File: config.mk
export PLATFORM = sky130hd
export DESIGN_NAME = pc_sequencer
export DESIGN_NICKNAME = d
export VERILOG_FILES = /design/src/rtl/pc_sequencer.sv
export SDC_FILE = /design/constraint.sdc
export NUM_CORES = 1
export LEC_CHECK = 0
export ABC_AREA = 1
export BUFFER_PORTS_ARGS = -buffer_cell sky130_fd_sc_hd__buf_4
export CORE_AREA = 8 8 155 157
export CTS_BUF_LIST = sky130_fd_sc_hd__clkbuf_16
export CTS_CLUSTER_DIAMETER = 150
export DETAILED_ROUTE_END_ITERATION = 10
export DIE_AREA = 0 0 163 165
export HOLD_SLACK_MARGIN = 0.1
export PLACE_DENSITY_LB_ADDON = 0.25
export SLEW_MARGIN = 20
export SYNTH_ARGS = -nofsm -noshare
export SYNTH_HDL_FRONTEND = slang
export SYNTH_SLANG_ARGS = --single-unit
File: constraint.sdc
create_clock -name clk -period 6.9 [get_ports clk]
set_clock_uncertainty 0.2 [all_clocks]
set_input_delay 0.345 -clock clk [delete_from_list [all_inputs] [get_ports clk]]
set_output_delay 0.345 -clock clk [all_outputs]
set_load 0.02 [all_outputs]
File: src/rtl/pc_sequencer.sv
// Next-PC unit for the multicycle CPU. It covers sequential, branch, jump, call and return
// modes, a circular return-address stack, trap entry/exit and alignment checking.
module pc_sequencer #(
  parameter int             W            = 32,
  parameter int             RAS_DEPTH    = 4,
  parameter logic [W-1:0]   RESET_VECTOR = {W{1'b0}},
  parameter logic [W-1:0]   TRAP_VECTOR  = W'(32'h0000_0080)
) (
  input  logic                         clk,
  input  logic                         Reset,
  input  logic                         pc_we,
  input  logic [2:0]                   pc_src,
  input  logic [W-1:0]                 imm,
  input  logic [25:0]                  jaddr,
  input  logic [W-1:0]                 rs_val,
  input  logic                         trap,
  output logic [W-1:0]                 pc,
  output logic [W-1:0]                 pc_plus4,
  output logic [W-1:0]                 epc,
  output logic                         in_trap,
  output logic [$clog2(RAS_DEPTH):0]   ras_count,
  output logic                         ras_ovf,
  output logic                         ras_unf,
  output logic                         misalign,
  output logic                         illegal
);

  localparam int             PW   = $clog2(RAS_DEPTH);
  localparam int             CW   = PW + 1;
  localparam logic [CW-1:0]  FULL = CW'(RAS_DEPTH);

  typedef enum logic [2:0] {
    SRC_SEQ  = 3'd0,
    SRC_BR   = 3'd1,
    SRC_JR   = 3'd2,
    SRC_J    = 3'd3,
    SRC_CALL = 3'd4,
    SRC_RET  = 3'd5,
    SRC_ERET = 3'd6,
    SRC_RSVD = 3'd7
  } src_e;

  logic [W-1:0]  pc_q, pc_d;
  logic [W-1:0]  epc_q, epc_d;
  logic          in_trap_q, in_trap_d;
  logic [PW-1:0] top_q, top_d;
  logic [CW-1:0] cnt_q, cnt_d;
  logic          ovf_q, ovf_d, unf_q, unf_d, mis_q, mis_d, ill_q, ill_d;
  logic [W-1:0]  ras_q [RAS_DEPTH];

  logic [W-1:0]  pc_plus4_s;
  logic [W-1:0]  jtgt_s;
  logic [W-1:0]  target_s;
  logic          align_s;
  logic          push_s;

  assign pc_plus4_s = pc_q + W'(32'd4);
  assign jtgt_s     = {pc_plus4_s[W-1:28], jaddr, 2'b00};

  // Next-state selection: trap beats pc_we, which beats hold.
  always_comb begin
    pc_d      = pc_q;
    epc_d     = epc_q;
    in_trap_d = in_trap_q;
    top_d     = top_q;
    cnt_d     = cnt_q;
    ovf_d     = 1'b0;
    unf_d     = 1'b0;
    mis_d     = 1'b0;
    ill_d     = 1'b0;
    target_s  = {W{1'b0}};
    align_s   = 1'b0;
    push_s    = 1'b0;
    if (trap) begin
      pc_d = TRAP_VECTOR;
      if (!in_trap_q) begin
        epc_d     = pc_q;
        in_trap_d = 1'b1;
      end else begin
        epc_d = epc_q;
      end
    end else if (pc_we) begin
      case (src_e'(pc_src))
        SRC_SEQ: pc_d = pc_plus4_s;
        SRC_BR:  pc_d = pc_plus4_s + (imm << 2);
        SRC_JR: begin
          target_s = rs_val;
          align_s  = 1'b1;
        end
        SRC_J:   pc_d = jtgt_s;
        SRC_CALL: begin
          pc_d   = jtgt_s;
          push_s = 1'b1;
          top_d  = top_q + PW'(1);
          // A full stack keeps its count; the write lands on the oldest slot.
          if (cnt_q == FULL) begin
            ovf_d = 1'b1;
          end else begin
            cnt_d = cnt_q + CW'(1);
          end
        end
        SRC_RET: begin
          align_s = 1'b1;
          if (cnt_q != {CW{1'b0}}) begin
            target_s = ras_q[top_q];
            top_d    = top_q - PW'(1);
            cnt_d    = cnt_q - CW'(1);
          end else begin
            target_s = rs_val;
            unf_d    = 1'b1;
          end
        end
        SRC_ERET: begin
          target_s  = epc_q;
          align_s   = 1'b1;
          in_trap_d = 1'b0;
          ill_d     = ~in_trap_q;
        end
        default: ill_d = 1'b1;
      endcase
      if (align_s) begin
        pc_d  = {target_s[W-1:2], 2'b00};
        mis_d = |target_s[1:0];
      end else begin
        mis_d = 1'b0;
      end
    end else begin
      pc_d = pc_q;
    end
  end

  // Architectural state and one-cycle status pulses.
  always_ff @(posedge clk or negedge Reset) begin
    if (!Reset) begin
      pc_q      <= RESET_VECTOR;
      epc_q     <= {W{1'b0}};
      in_trap_q <= 1'b0;
      top_q     <= {PW{1'b0}};
      cnt_q     <= {CW{1'b0}};
      ovf_q     <= 1'b0;
      unf_q     <= 1'b0;
      mis_q     <= 1'b0;
      ill_q     <= 1'b0;
    end else begin
      pc_q      <= pc_d;
      epc_q     <= epc_d;
      in_trap_q <= in_trap_d;
      top_q     <= top_d;
      cnt_q     <= cnt_d;
      ovf_q     <= ovf_d;
      unf_q     <= unf_d;
      mis_q     <= mis_d;
      ill_q     <= ill_d;
    end
  end

  // Return-address storage; contents are meaningless until pushed.
  always_ff @(posedge clk) begin
    if (push_s) begin
      ras_q[top_d] <= pc_plus4_s;
    end
  end

  assign pc        = pc_q;
  assign pc_plus4  = pc_plus4_s;
  assign epc       = epc_q;
  assign in_trap   = in_trap_q;
  assign ras_count = cnt_q;
  assign ras_ovf   = ovf_q;
  assign ras_unf   = unf_q;
  assign misalign  = mis_q;
  assign illegal   = ill_q;

endmodule

### Word-level counts from Yosys, hierarchy flattened

Memory sizes are Yosys's and may differ from the RTL's.
Cells that the tools add are included.

| word-level totals | value |
|---|---|
| memory bits (writable) | 128 |
| logic and storage cells | 81 |
| memories | 1 |
| register bits | 74 |
| input port bits | 97 |
| output and inout bits | 104 |

Memories:

| name | words | width | rd ports | clocked after Yosys merged registers in | wr ports | RTL line | text |
|---|---|---|---|---|---|---|---|
| ras_q | 4 | 32 | 1 | 0 | 1 | 49 | `logic [W-1:0] ras_q [RAS_DEPTH];` |

| cells by class | value |
|---|---|
| muxes and demuxes | 40 |
| eq/ne operators | 9 |
| add/sub/neg operators | 6 |
| bitwise logic cells | 2 |
| reductions and logical operators | 14 |

Operators by type and width:

| kind | number |
|---|---|
| two-way mux 32 bit | 6 |
| case mux 32 bit (3 select lines) | 2 |
| adder 32 x 3 -> 32 bit, second input constant | 1 |
| adder 32 bit | 1 |
| two-way mux 1 bit | 24 |
| equality test 3 bit, second input constant | 4 |
| equality test 3 x 2 -> 1 bit, second input constant | 2 |
| two-way mux 2 bit | 3 |
| two-way mux 3 bit | 2 |
| case mux 3 bit (2 select lines) | 1 |
| AND reduction 2 bit | 3 |
| nonzero test 2 bit | 3 |
| OR reduction 6 bit | 1 |
| AND reduction 5 bit | 1 |
| nonzero test 5 bit | 1 |
| inequality test 2 bit, second input constant | 2 |
| case mux 2 bit (2 select lines) | 1 |
| OR reduction 2 bit | 2 |
| adder 3 x 1 -> 3 bit, second input constant | 1 |
| equality test 3 x 1 -> 1 bit, second input constant | 1 |
| zero test 3 bit | 1 |
| nonzero test 3 bit | 1 |
| OR reduction 3 bit | 1 |
| subtractor 3 x 1 -> 3 bit, second input constant | 1 |
| other kinds (4) | 5 |

### Depth between registers and ports, before layout

| depth | value |
|---|---|
| depth after elaboration | 9 |
| depth in mapped cells | 25 |
| gate-level depth less buffers | 25 |

### Worst setup path before layout

No wires, ideal clock.

| path | value |
|---|---|
| kind | reg-to-reg |
| start point | register cnt_q[0] (netlist: ras_count[0]) |
| end point | memory ras_q[2][10] (enable) |
| data required time | 6.245 ns |
| setup slack | 2.985 ns |
| setup time | 0.455 ns |
| cell stages (with the launch flop) | 10 |
| path buffers | 0 |
| arrival | 3.260 ns |
| cells stage by stage | dfrtp_1 -> nor2_1 -> nand2_1 -> inv_1 -> nand2_1 -> nand2_1 -> inv_1 -> o21ai_2 -> inv_1 -> nor3_1 |

| between the ends | value |
|---|---|
| cells in the longest elaborated chain, start to end | 5 |

RTL lines:

| item | RTL line | text |
|---|---|---|
| from (decl) | 47 | `logic [CW-1:0] cnt_q, cnt_d;` |
| from (signal assigned) | 139 | `cnt_q <= {CW{1'b0}};` |
| from (signal assigned) | 149 | `cnt_q <= cnt_d;` |
| nonzero test 3 bit | 104 | `if (cnt_q != {CW{1'b0}}) begin` |
| two-way mux 2 bit | 104 |  |
| case mux 2 bit (2 select lines) | 83 | `case (src_e'(pc_src))` |
| two-way mux 2 bit | 82 | `end else if (pc_we) begin` |
| two-way mux 2 bit | 74 | `if (trap) begin` |
| via top_d[1] | 46 | `logic [PW-1:0] top_q, top_d;` |
| to (decl) | 49 |  |

The timed path passes the listed nets, and every way through them passes these cells.

### Final worst setup path

| path | value |
|---|---|
| start point | register pc_q[2] (netlist: pc[2]) |
| end point | register pc_q[26] (netlist: pc[26]) |

| between the ends | value |
|---|---|
| cells in the longest elaborated chain, start to end | 6 |

RTL lines:

| item | RTL line | text |
|---|---|---|
| from (decl) | 43 | `logic [W-1:0] pc_q, pc_d;` |
| from (signal assigned) | 145 | `pc_q <= pc_d;` |
| adder 32 x 3 -> 32 bit * | 57 | `assign pc_plus4_s = pc_q + W'(32'd4);` |
| adder 32 bit | 85 | `SRC_BR: pc_d = pc_plus4_s + (imm << 2);` |
| case mux 32 bit (3 select lines) * | 83 |  |
| two-way mux 32 bit * | 121 | `if (align_s) begin` |
| two-way mux 32 bit * | 82 |  |
| two-way mux 32 bit * | 74 |  |

Every way passes the cells marked *; elsewhere a longest branch is shown, timed or not. The select of a mux whose other input is x is not followed.
A chain may end at the register's enable or synchronous reset.

==> results.md <==
* Layout cells sized above 1 at 0.162
* CP Class: flip-flop to flip-flop
* Hold Crit Class: input pin to flip-flop
* RePlAce Congestion at 0.980
* Global-route wire length before repair at 64200 microns
* Post-route ant nets at 0
* Final nets at 1852
* Die ar. at 26900 sq um
* Main combinational cell family by area after synthesis: simple AND/OR/NAND/NOR gates
* Status: complete, no violations
* Synth Cell Area at roughly 12000 sq um
* Final setup violation count at 0
* Number of buffers added on ports at 192
* Yosys warns at 0
* PwrDens at about 250 nW/um^2
* Sequential-to-total area share from yosys stat at 0.457
* Pre-CTS setup slack at 2620 ps
* Ys async rst share at 0.368
* Setup bufs post-CTS at 0
* Slew HR at 0.285
* Global-route congestion overflow total at 0
* Die H at 165 microns
* TritonCTS Buffers at 17
* Post-synthesis cell type count at between 40 and 50
* Cells resized by post-CTS repair at 0
* Die Wd at 163 microns
* Max Slew Vio Count at 0
* Clock slew at reported path FFs at 70 ps
* Ant diodes at 0
* Skew-Pair Late Insertion Delay at 450 ps
* CTS hold repair buffers at 15
* TNS Setup at 0 ps
* Clock buffer depth at 2
* Ys flop type: edfxtp_1
* CP endpoint kind: flip-flop
* DR pass1 iterations at 6
* Slew at the pin with the worst max-slew slack at 1070 ps
* Placed Cells incl. Taps at 1963
* Core Rows at 54
* Fin worst setup slack at about 2400 ps
* Area delta synth->final at 20.4%
* Fill count at 1888
* Crit-path max FO at 6
* Final Cycle Share at 0.647
* Initial drt markers at 1638
* Post-synthesis mux area share at 0.00288
* Post-synth top area share at 0.308
* Largest net degree at the start of global routing at slightly above 70
* Final hold vios at 0
* Register area at 5360 sq um
* Sink Count at 190
* Synthesized area per cell at roughly 7.7 sq um
* Fmax at about 220 MHz
* CTS tree: built
* Post-Layout Cell Count at 2010
* Top cells by count, synth: nand2_1, inv_1, nor2_1
* Post-synth EDFFs at 120
* Dominant cell type by area after synthesis: edfxtp_1
* Worst EP arrival at 4600 ps
* WL per Instance at ~22 microns
* Vias in the first global route at 10900
* IO Pins at approximately 200
* Htree depth at 4
* Synthesized-area fraction occupied by and/or/nand/nor cells at 0.279
* Setup crit start kind: flip-flop
* CTS root buffer: clkbuf_16
* Peak supply drop at 0.000167 V
* Initial Util at 0.545
* XOR/XNOR Fraction of Synth Area at 0.0202
* Tmin final at 4460 ps
* DRC at 0
* RSZ-0062 raised after global routing: no
* Via density at about 5.8
* Initial antenna violation count at 0
* Synth Area in Adders at 0.0419
* Dpl hpwl at 32100 microns
* Synthesized instance count at 1528
* Seq cells post-synth at 190
* Number of max-cap violations at 0
* Req. time, crit path at 7040 ps
* Total wire length at ~43000 microns
* LEAKAGE at 6.47 nW
* Synth Area in Compound Gates at 0.114
* Synth area leaders: edfxtp_1, nand2_1, dfrtp_1, inv_1, o21ai_0
* Core ar. at 21500 sq um
* Total track usage at 0.320
* Multi-input gate area at 5410 sq um
* Via count at ~12000
* Most frequent cell after synthesis: nand2_1
-- cell type report --
type | count | area share
multi-input combinational | 1100 | 0.384
clock inverter | 15 | 0.0102
sequential | 190 | 0.380
clock buffer | 17 | 0.0302
timing repair buffer | 224 | 0.122
inverter | 184 | 0.0490
tap | 280 | 0.0249
-- critical path, stage by stage (launching register included) --
cell     delay [ps]
dfrtp_1         540
ha_1            290
nand3_1         290
nor2_2          300
nand3_1         290
nor3_2          230
xor2_1          210
inv_1           200
ha_1            500
nand2_1         130
nor2_1          260
nand2_1         120
nor3_1          150
nand2_1          90
nand3_1          70
nand2_1          50
nand3_1          70
nand2_1         100
nand2_1          70
nand2_1          50
nand2_1          70
nand2_1          50
-- metal layers --
metal,GRT usage,vias up,share of wire
met5,0,-,0
met4,0.155,0,0.046
met3,0.0700,109,0.12
met2,0.475,765,0.43
met1,0.437,5380,0.40
li1,-,5396,-
-- kinds of logic (layout without fill, tap and decap cells) --
| family | count (synthesis) | in the layout |
|---|---|---|
| adder cells (fa/ha/maj) | 38 | 38 |
| multiplexers | 3 | 3 |
| flip-flops | 190 | 190 |
| buffers and inverters | 243 | 440 |
| other | 1 | 6 |
| XOR/XNOR | 27 | 27 |
| AND/OR/NAND/NOR | 798 | 798 |
| AO/OA/AOI/OAI | 228 | 228 |
-- power breakdown --
group	total [W]	switching, W	internal (W)	leakage, nW
registers	0.00137	0.0000906	0.00128	2.04
clock network	0.000961	0.000481	0.000480	0.273
logic	0.00116	0.000777	0.000380	4.16
total	0.00349	0.00135	0.00214	6.47
-- placed cells by master, fill, tap and decap left out, types with 3 or more instances in the layout --
master	count
nand2_1	512
clkinvlp_4	3
nor3_1	16
o22ai_1	31
clkbuf_16	17
nor3_2	5
dfrtp_1	69
o21bai_1	8
dlygate4sd3_1	15
buf_4	209
o21ai_0	112
o21ai_1	8
a41oi_1	18
a21oi_1	31
a31oi_1	4
nor2_1	137
xor2_1	21
inv_1	175
mux2_2	3
or2_2	6
inv_6	4
conb_1	6
edfxtp_1	120
nand3_1	76
o211ai_1	5
nand4_1	25
nor2_2	6
xnor2_1	6
inv_8	5
inv_2	7
nand2_2	3
ha_1	36
-- stage by stage --
step	total power (W)	hold WS [ps]	instance area (sq um)	util
2_1_floorplan	0.00208	-151	11700	-
3_3_place_gp	0.00249	293	13400	0.623
3_5_place_dp	0.00252	284	13400	0.623
4_1_cts	0.00347	100	14100	0.656
5_1_grt	0.00364	128	14100	0.656
6_report	0.00349	110	14100	0.656
-- path summary, 6_finish.rpt --
path	endpoint	cells after the start	slack, ps	from
hold / removal	pc[7]	5	110	rs_val[7]
hold reg to reg	epc[27]	2	320	epc[27]
setup reg to reg	pc[26]	21	2440	pc[2]
min in group asynchronous	ras_ovf	2	400	Reset
setup / recovery	pc[26]	21	2440	pc[2]
max in group asynchronous	top_q[0]	2	5440	Reset
-- flip-flops by register name, summed over array words and instances (netlist names) --
name       count
pc            30
ras_ovf        1
top_q          2
misalign       1
epc           30
ras_unf        1
ras_q        120
in_trap        1
illegal        1
ras_count      3
Note: power is estimated with default switching activity, not from simulation.
